### src/rtl/cpu_sequencer_pkg.sv
// Shared encodings for the multi-cycle CPU sequencer: FSM states, error codes,
// RV32I major opcodes and the opcode classifier used during DECODE/EXECUTE.
package cpu_sequencer_pkg;

  typedef enum logic [2:0] {
    ST_IDLE      = 3'd0,
    ST_FETCH     = 3'd1,
    ST_DECODE    = 3'd2,
    ST_EXECUTE   = 3'd3,
    ST_MEMORY    = 3'd4,
    ST_WRITEBACK = 3'd5,
    ST_HALT      = 3'd7
  } state_e;

  typedef enum logic [1:0] {
    ERR_NONE    = 2'b00,
    ERR_ILLEGAL = 2'b01,
    ERR_IMEM_TO = 2'b10,
    ERR_DMEM_TO = 2'b11
  } err_e;

  localparam logic [6:0] OPC_R      = 7'b0110011;
  localparam logic [6:0] OPC_I      = 7'b0010011;
  localparam logic [6:0] OPC_LUI    = 7'b0110111;
  localparam logic [6:0] OPC_AUIPC  = 7'b0010111;
  localparam logic [6:0] OPC_JAL    = 7'b1101111;
  localparam logic [6:0] OPC_JALR   = 7'b1100111;
  localparam logic [6:0] OPC_LOAD   = 7'b0000011;
  localparam logic [6:0] OPC_STORE  = 7'b0100011;
  localparam logic [6:0] OPC_BRANCH = 7'b1100011;

  localparam int unsigned TO_CNT_W = 8;

  // Sequencing class: decides which stages an instruction visits.
  typedef enum logic [2:0] {
    CLS_ALU,
    CLS_LOAD,
    CLS_STORE,
    CLS_BRANCH,
    CLS_ILLEGAL
  } opclass_e;

  function automatic opclass_e classify(input logic [6:0] opcode);
    opclass_e cls;
    case (opcode)
      OPC_R, OPC_I, OPC_LUI, OPC_AUIPC, OPC_JAL, OPC_JALR: cls = CLS_ALU;
      OPC_LOAD:   cls = CLS_LOAD;
      OPC_STORE:  cls = CLS_STORE;
      OPC_BRANCH: cls = CLS_BRANCH;
      default:    cls = CLS_ILLEGAL;
    endcase
    return cls;
  endfunction

endpackage

### src/rtl/cpu_sequencer_mem_timeout_counter.sv
// Wait-cycle counter shared by the imem fetch and dmem access handshakes.
// expired is high in the last permitted wait cycle.
module mem_timeout_counter
  import cpu_sequencer_pkg::*;
#(
  parameter int unsigned TIMEOUT_CYC = 15
) (
  input  logic clk,
  input  logic rst,
  input  logic clear,
  input  logic enable,
  output logic expired
);

  localparam logic [TO_CNT_W-1:0] LP_LAST = TO_CNT_W'(TIMEOUT_CYC - 1);

  logic [TO_CNT_W-1:0] r_count;

  always_ff @(posedge clk) begin
    if (rst) begin
      r_count <= '0;
    end else if (clear) begin
      r_count <= '0;
    end else if (enable && (r_count != LP_LAST)) begin
      r_count <= r_count + 1'b1;
    end
  end

  assign expired = (r_count == LP_LAST);

endmodule

### src/rtl/cpu_sequencer.sv
// Multi-cycle FETCH/DECODE/EXECUTE/MEMORY/WRITEBACK sequencer with gated
// write enables, memory handshake timeouts and a retired-instruction counter.
module cpu_sequencer
  import cpu_sequencer_pkg::*;
#(
  parameter int unsigned TIMEOUT_CYC = 15,
  parameter int unsigned CNT_W       = 32
) (
  input  logic             clk,
  input  logic             rst,
  input  logic [31:0]      instr,
  input  logic             imem_ack,
  input  logic             dmem_ack,
  input  logic             w_en_rf_dec,
  input  logic             wr_en_dmem_dec,
  output logic             imem_req,
  output logic             ir_load,
  output logic             dmem_req,
  output logic             wr_en_dmem,
  output logic             w_en_rf,
  output logic             pc_en,
  output logic             halted,
  output logic [1:0]       err_code,
  output logic [2:0]       state,
  output logic [CNT_W-1:0] retired
);

  state_e     r_state;
  state_e     w_next_state;
  err_e       r_err;
  err_e       w_err_new;
  logic       w_err_set;
  opclass_e   w_opclass;
  logic       w_to_clear;
  logic       w_to_en;
  logic       w_to_expired;
  logic [CNT_W-1:0] r_retired;
  logic       w_unused_instr;

  assign w_opclass      = classify(instr[6:0]);
  assign w_unused_instr = ^instr[31:7];

  // Counter restarts on every state change, so back-to-back waits
  // (MEMORY -> FETCH) each get the full budget.
  assign w_to_clear = (w_next_state != r_state);
  assign w_to_en    = ((r_state == ST_FETCH)  && !imem_ack) ||
                      ((r_state == ST_MEMORY) && !dmem_ack);

  mem_timeout_counter #(
    .TIMEOUT_CYC (TIMEOUT_CYC)
  ) u_timeout (
    .clk     (clk),
    .rst     (rst),
    .clear   (w_to_clear),
    .enable  (w_to_en),
    .expired (w_to_expired)
  );

  always_ff @(posedge clk) begin
    if (rst) begin
      r_state <= ST_IDLE;
    end else begin
      r_state <= w_next_state;
    end
  end

  always_comb begin
    w_next_state = r_state;
    w_err_set    = 1'b0;
    w_err_new    = ERR_NONE;
    imem_req     = 1'b0;
    ir_load      = 1'b0;
    dmem_req     = 1'b0;
    wr_en_dmem   = 1'b0;
    w_en_rf      = 1'b0;
    pc_en        = 1'b0;

    case (r_state)
      ST_IDLE: begin
        w_next_state = ST_FETCH;
      end

      ST_FETCH: begin
        imem_req = 1'b1;
        if (imem_ack) begin
          ir_load      = 1'b1;
          w_next_state = ST_DECODE;
        end else if (w_to_expired) begin
          w_next_state = ST_HALT;
          w_err_set    = 1'b1;
          w_err_new    = ERR_IMEM_TO;
        end
      end

      ST_DECODE: begin
        if (w_opclass == CLS_ILLEGAL) begin
          w_next_state = ST_HALT;
          w_err_set    = 1'b1;
          w_err_new    = ERR_ILLEGAL;
        end else begin
          w_next_state = ST_EXECUTE;
        end
      end

      ST_EXECUTE: begin
        case (w_opclass)
          CLS_LOAD, CLS_STORE: w_next_state = ST_MEMORY;
          CLS_BRANCH: begin
            pc_en        = 1'b1;
            w_next_state = ST_FETCH;
          end
          default:             w_next_state = ST_WRITEBACK;
        endcase
      end

      ST_MEMORY: begin
        dmem_req   = 1'b1;
        wr_en_dmem = wr_en_dmem_dec;
        if (dmem_ack) begin
          if (w_opclass == CLS_STORE) begin
            pc_en        = 1'b1;
            w_next_state = ST_FETCH;
          end else begin
            w_next_state = ST_WRITEBACK;
          end
        end else if (w_to_expired) begin
          w_next_state = ST_HALT;
          w_err_set    = 1'b1;
          w_err_new    = ERR_DMEM_TO;
        end
      end

      ST_WRITEBACK: begin
        w_en_rf      = w_en_rf_dec;
        pc_en        = 1'b1;
        w_next_state = ST_FETCH;
      end

      ST_HALT: begin
        w_next_state = ST_HALT;
      end

      default: begin
        w_next_state = ST_IDLE;
      end
    endcase
  end

  always_ff @(posedge clk) begin
    if (rst) begin
      r_err <= ERR_NONE;
    end else if (w_err_set && (r_err == ERR_NONE)) begin
      r_err <= w_err_new;
    end
  end

  always_ff @(posedge clk) begin
    if (rst) begin
      r_retired <= '0;
    end else if (pc_en) begin
      r_retired <= r_retired + 1'b1;
    end
  end

  assign halted   = (r_state == ST_HALT);
  assign err_code = r_err;
  assign state    = r_state;
  assign retired  = r_retired;

endmodule

### config.mk
export PLATFORM = sky130hd
export DESIGN_NAME = cpu_sequencer
export DESIGN_NICKNAME = d
export VERILOG_FILES = /design/src/rtl/cpu_sequencer_pkg.sv /design/src/rtl/cpu_sequencer_mem_timeout_counter.sv /design/src/rtl/cpu_sequencer.sv
export SDC_FILE = /design/constraint.sdc
export NUM_CORES = 1
export LEC_CHECK = 0
export ABC_AREA = 1
export CORE_MARGIN = 2
export CORE_UTILIZATION = 52
export DETAILED_ROUTE_END_ITERATION = 16
export PLACE_DENSITY = 0.9
export SLEW_MARGIN = 10
export SYNTH_ARGS = -nofsm -noshare
export SYNTH_HDL_FRONTEND = slang
export SYNTH_SLANG_ARGS = --single-unit
### constraint.sdc
create_clock -name clk -period 3.19 [get_ports clk]
set_input_delay 0.4785 -clock clk [delete_from_list [all_inputs] [get_ports clk]]
set_output_delay 0.4785 -clock clk [all_outputs]
set_load 0.05 [all_outputs]
==> results.md <==
* Largest area contributor in the netlist: dfxtp_1
* Async SR Flop Fraction at 0
* Final hold slack at 532 ps
* 1st-pass router iterations at 8
* GPL Wtd Cong at 0.927
* Syn Inst Count at roughly 480
* Synth cell types at 35
* Total wire length at 7760 um
* Leakage at between 1 and 1.5 nW
* Number of global-route vias before repair at slightly below 3000
* Initial core utilization at 0.538
* Peak VDD IR at roughly 0.29 mV
* Final setup violation count at 0
* Worst Path Required at approximately 2700 ps
* Max cap viols at 0
* Clk_lat worst skew at around 310 ps
* Setup CP Type: in -> out
* Net count, final at ~570
* Synth top area cells: dfxtp_1, nand2_1, nor2_1
* Die height at ~79 um
* Status: finished, final reports clean
* Number of vias per cell at approximately 5.4
* Final cycle utilization of the critical path at 0.815
* Pin count of the biggest net entering global routing at 25
* Critical Path Fanout Max at 22
* Total core area at approximately 5500 um2
* Routed Antenna Nets at 0
* Top cell type's share of synthesized area at 0.304
* Max Slew Vio Count at 0
* Synthesized Nets at just over 500
* Fin Setup TNS at 0 ps
* Syn_area_per_cell at just over 6 um2
* Main flop type after synthesis: dfxtp_1
* Final hold violations at 0
* Area growth syn-to-layout at 24.0%
* First-pass GRT wire length at approximately 13000 um
* Avg WL per Cell at about 13 um
* Synthesized area at ~3000 um2
* Area of the multi-input gates at 1780 um2
* Worst EP arrival at between 2000 and 2500 ps
* RSZ-0062 raised after global routing: no
* Fillers at 480
* Worst slew margin at 0.612
* CTS Sinks at 45
* Initial antenna violation count at 0
* Die width at roughly 79 um
* Worst Tran Pin Value at 578 ps
* Final min period at between 2000 and 3000 ps
* Fmax at 385 MHz
* Via count at between 3000 and 4000
* Hold-fix buffers, CTS at 0
* Clock Tree Root: clkbuf_8
* I/O Pins at a little over 80
* Clk slew on worst S/H paths at around 80 ps
* Layout cell share with drive strength beyond 1 at 0.0768
* Setup Skew at ~14 ps
* Total power at 0.00129 W
* Detailed placement HPWL at 5870 um
* Clock Tree Buf Depth at 2
* Yosys warns at 0
* Post-synthesis sequential element count at 45
* Initial DRC count at 178
* Register area share after synthesis at 0.304
* I/O Buffers at 56
* Min-delay worst type: reg -> reg
* # rows at 27
* Resized Gates After CTS at 0
* # Post-CTS Setup Buffers at 0
* Pwr per Cell Area at 352 nW/um2
* Number of CTS-inserted buffers at 5
* Endpoint class of the critical path: output pin
* CTS tree: built
* Number of synthesized flops with an enable pin at 0
* Total track usage at 0.250
* Startpoint types: input port
* Register area at between 900 and 1000 um2
* Antenna cells at 0
* Full die area at around 6300 um2
* DRC violations left at 0
* Gr ovfl total at 0
* H-tree depth at 2
flip-flops by register name, indices dropped and copies added (netlist names):
register and cells:
state 3, retired 32, u_timeout.r_count 8, err_code 2
per-layer routing:
metal | track usage | routed length [um] | vias to the layer above
met1 | 0.280 | 3350 | 1522
li1 | - | - | 1655
met4 | 0.0897 | 172 | 0
met3 | 0.0498 | 391 | 19
met5 | 0 | 0 | -
met2 | 0.466 | 3840 | 92
worst paths after layout:
| check | startpoint | end | slack, ps | cells past startpoint |
|---|---|---|---|---|
| worst max-delay path | instr[4] | pc_en | 590 | 7 |
| worst min-delay path | retired[31] | retired[31] | 530 | 2 |
| worst max register to register | state[2] | retired[19] | 1110 | 8 |
| worst min register to register | retired[31] | retired[31] | 530 | 2 |
cell usage after synthesis (2+ instances only):
library cell	number
inv_1	51
nor2_2	13
nand3_2	2
nand2_2	3
dfxtp_1	45
buf_6	3
clkbuf_1	4
xor2_1	10
buf_2	2
nor2_1	72
a21oi_1	31
o21ai_1	5
nand3b_1	9
nand4_1	25
a31oi_1	2
inv_2	6
o21ai_0	3
nand2_1	133
nand3_1	30
xnor2_1	2
nor3_1	9
ha_1	3
kinds of logic after synthesis:
logic type	count (synthesis)	share of synthesized area
AO/OA/AOI/OAI	45	0.0815
flip-flops	45	0.304
AND/OR/NAND/NOR	304	0.471
buffers and inverters	67	0.0946
XOR/XNOR	12	0.0355
adder cells (fa/ha/maj)	3	0.0127
power by group:
group | switching [W] | internal (W) | leakage (nW) | total, W
combinational | 0.000234 | 0.000107 | 1.04 | 0.000341
clock | 0.000205 | 0.000155 | 0.0374 | 0.000359
sequential | 0.0000193 | 0.000574 | 0.363 | 0.000593
worst max-delay path: stages:
cell,delay [ps]
clkdlybuf4s50_1,440
inv_1,90
nand2_1,60
nor2_1,210
nand4_4,310
nand3_4,330
buf_12,180
through the flow:
stage | util | instances | worst slack [ps] | instance area, um2
2_1_floorplan | - | 476 | 671 | 2960
3_3_place_gp | 0.651 | 598 | 659 | 3590
3_5_place_dp | 0.651 | 598 | 575 | 3590
4_1_cts | 0.667 | 606 | 601 | 3670
5_1_grt | 0.667 | 606 | 490 | 3670
6_report | 0.667 | 606 | 591 | 3670
cell usage in the layout, fill, tap and decap left out, types with 4 or more instances in the layout:
cell type / netlist / layout
nand3_1: 30 / 30
nor2_2: 13 / 13
clkbuf_8: 0 / 5
xor2_1: 10 / 10
inv_1: 51 / 51
nor3_1: 9 / 9
buf_4: 1 / 4
nand4_1: 25 / 25
nor2_1: 72 / 72
a21oi_1: 31 / 31
nand2_1: 133 / 133
o21ai_1: 5 / 5
inv_2: 6 / 6
nand3b_1: 9 / 9
clkdlybuf4s50_1: 0 / 55
dfxtp_1: 45 / 45
layout make-up:
type | instances | share of cell area
clock inverters | 2 | 0.00409
flip-flops and latches | 45 | 0.245
clock buffers | 6 | 0.0198
well taps | 72 | 0.0245
inverters | 57 | 0.0582
repair buffers | 60 | 0.163
multi-input cells | 364 | 0.485
Power figures use the tool's default switching activity.
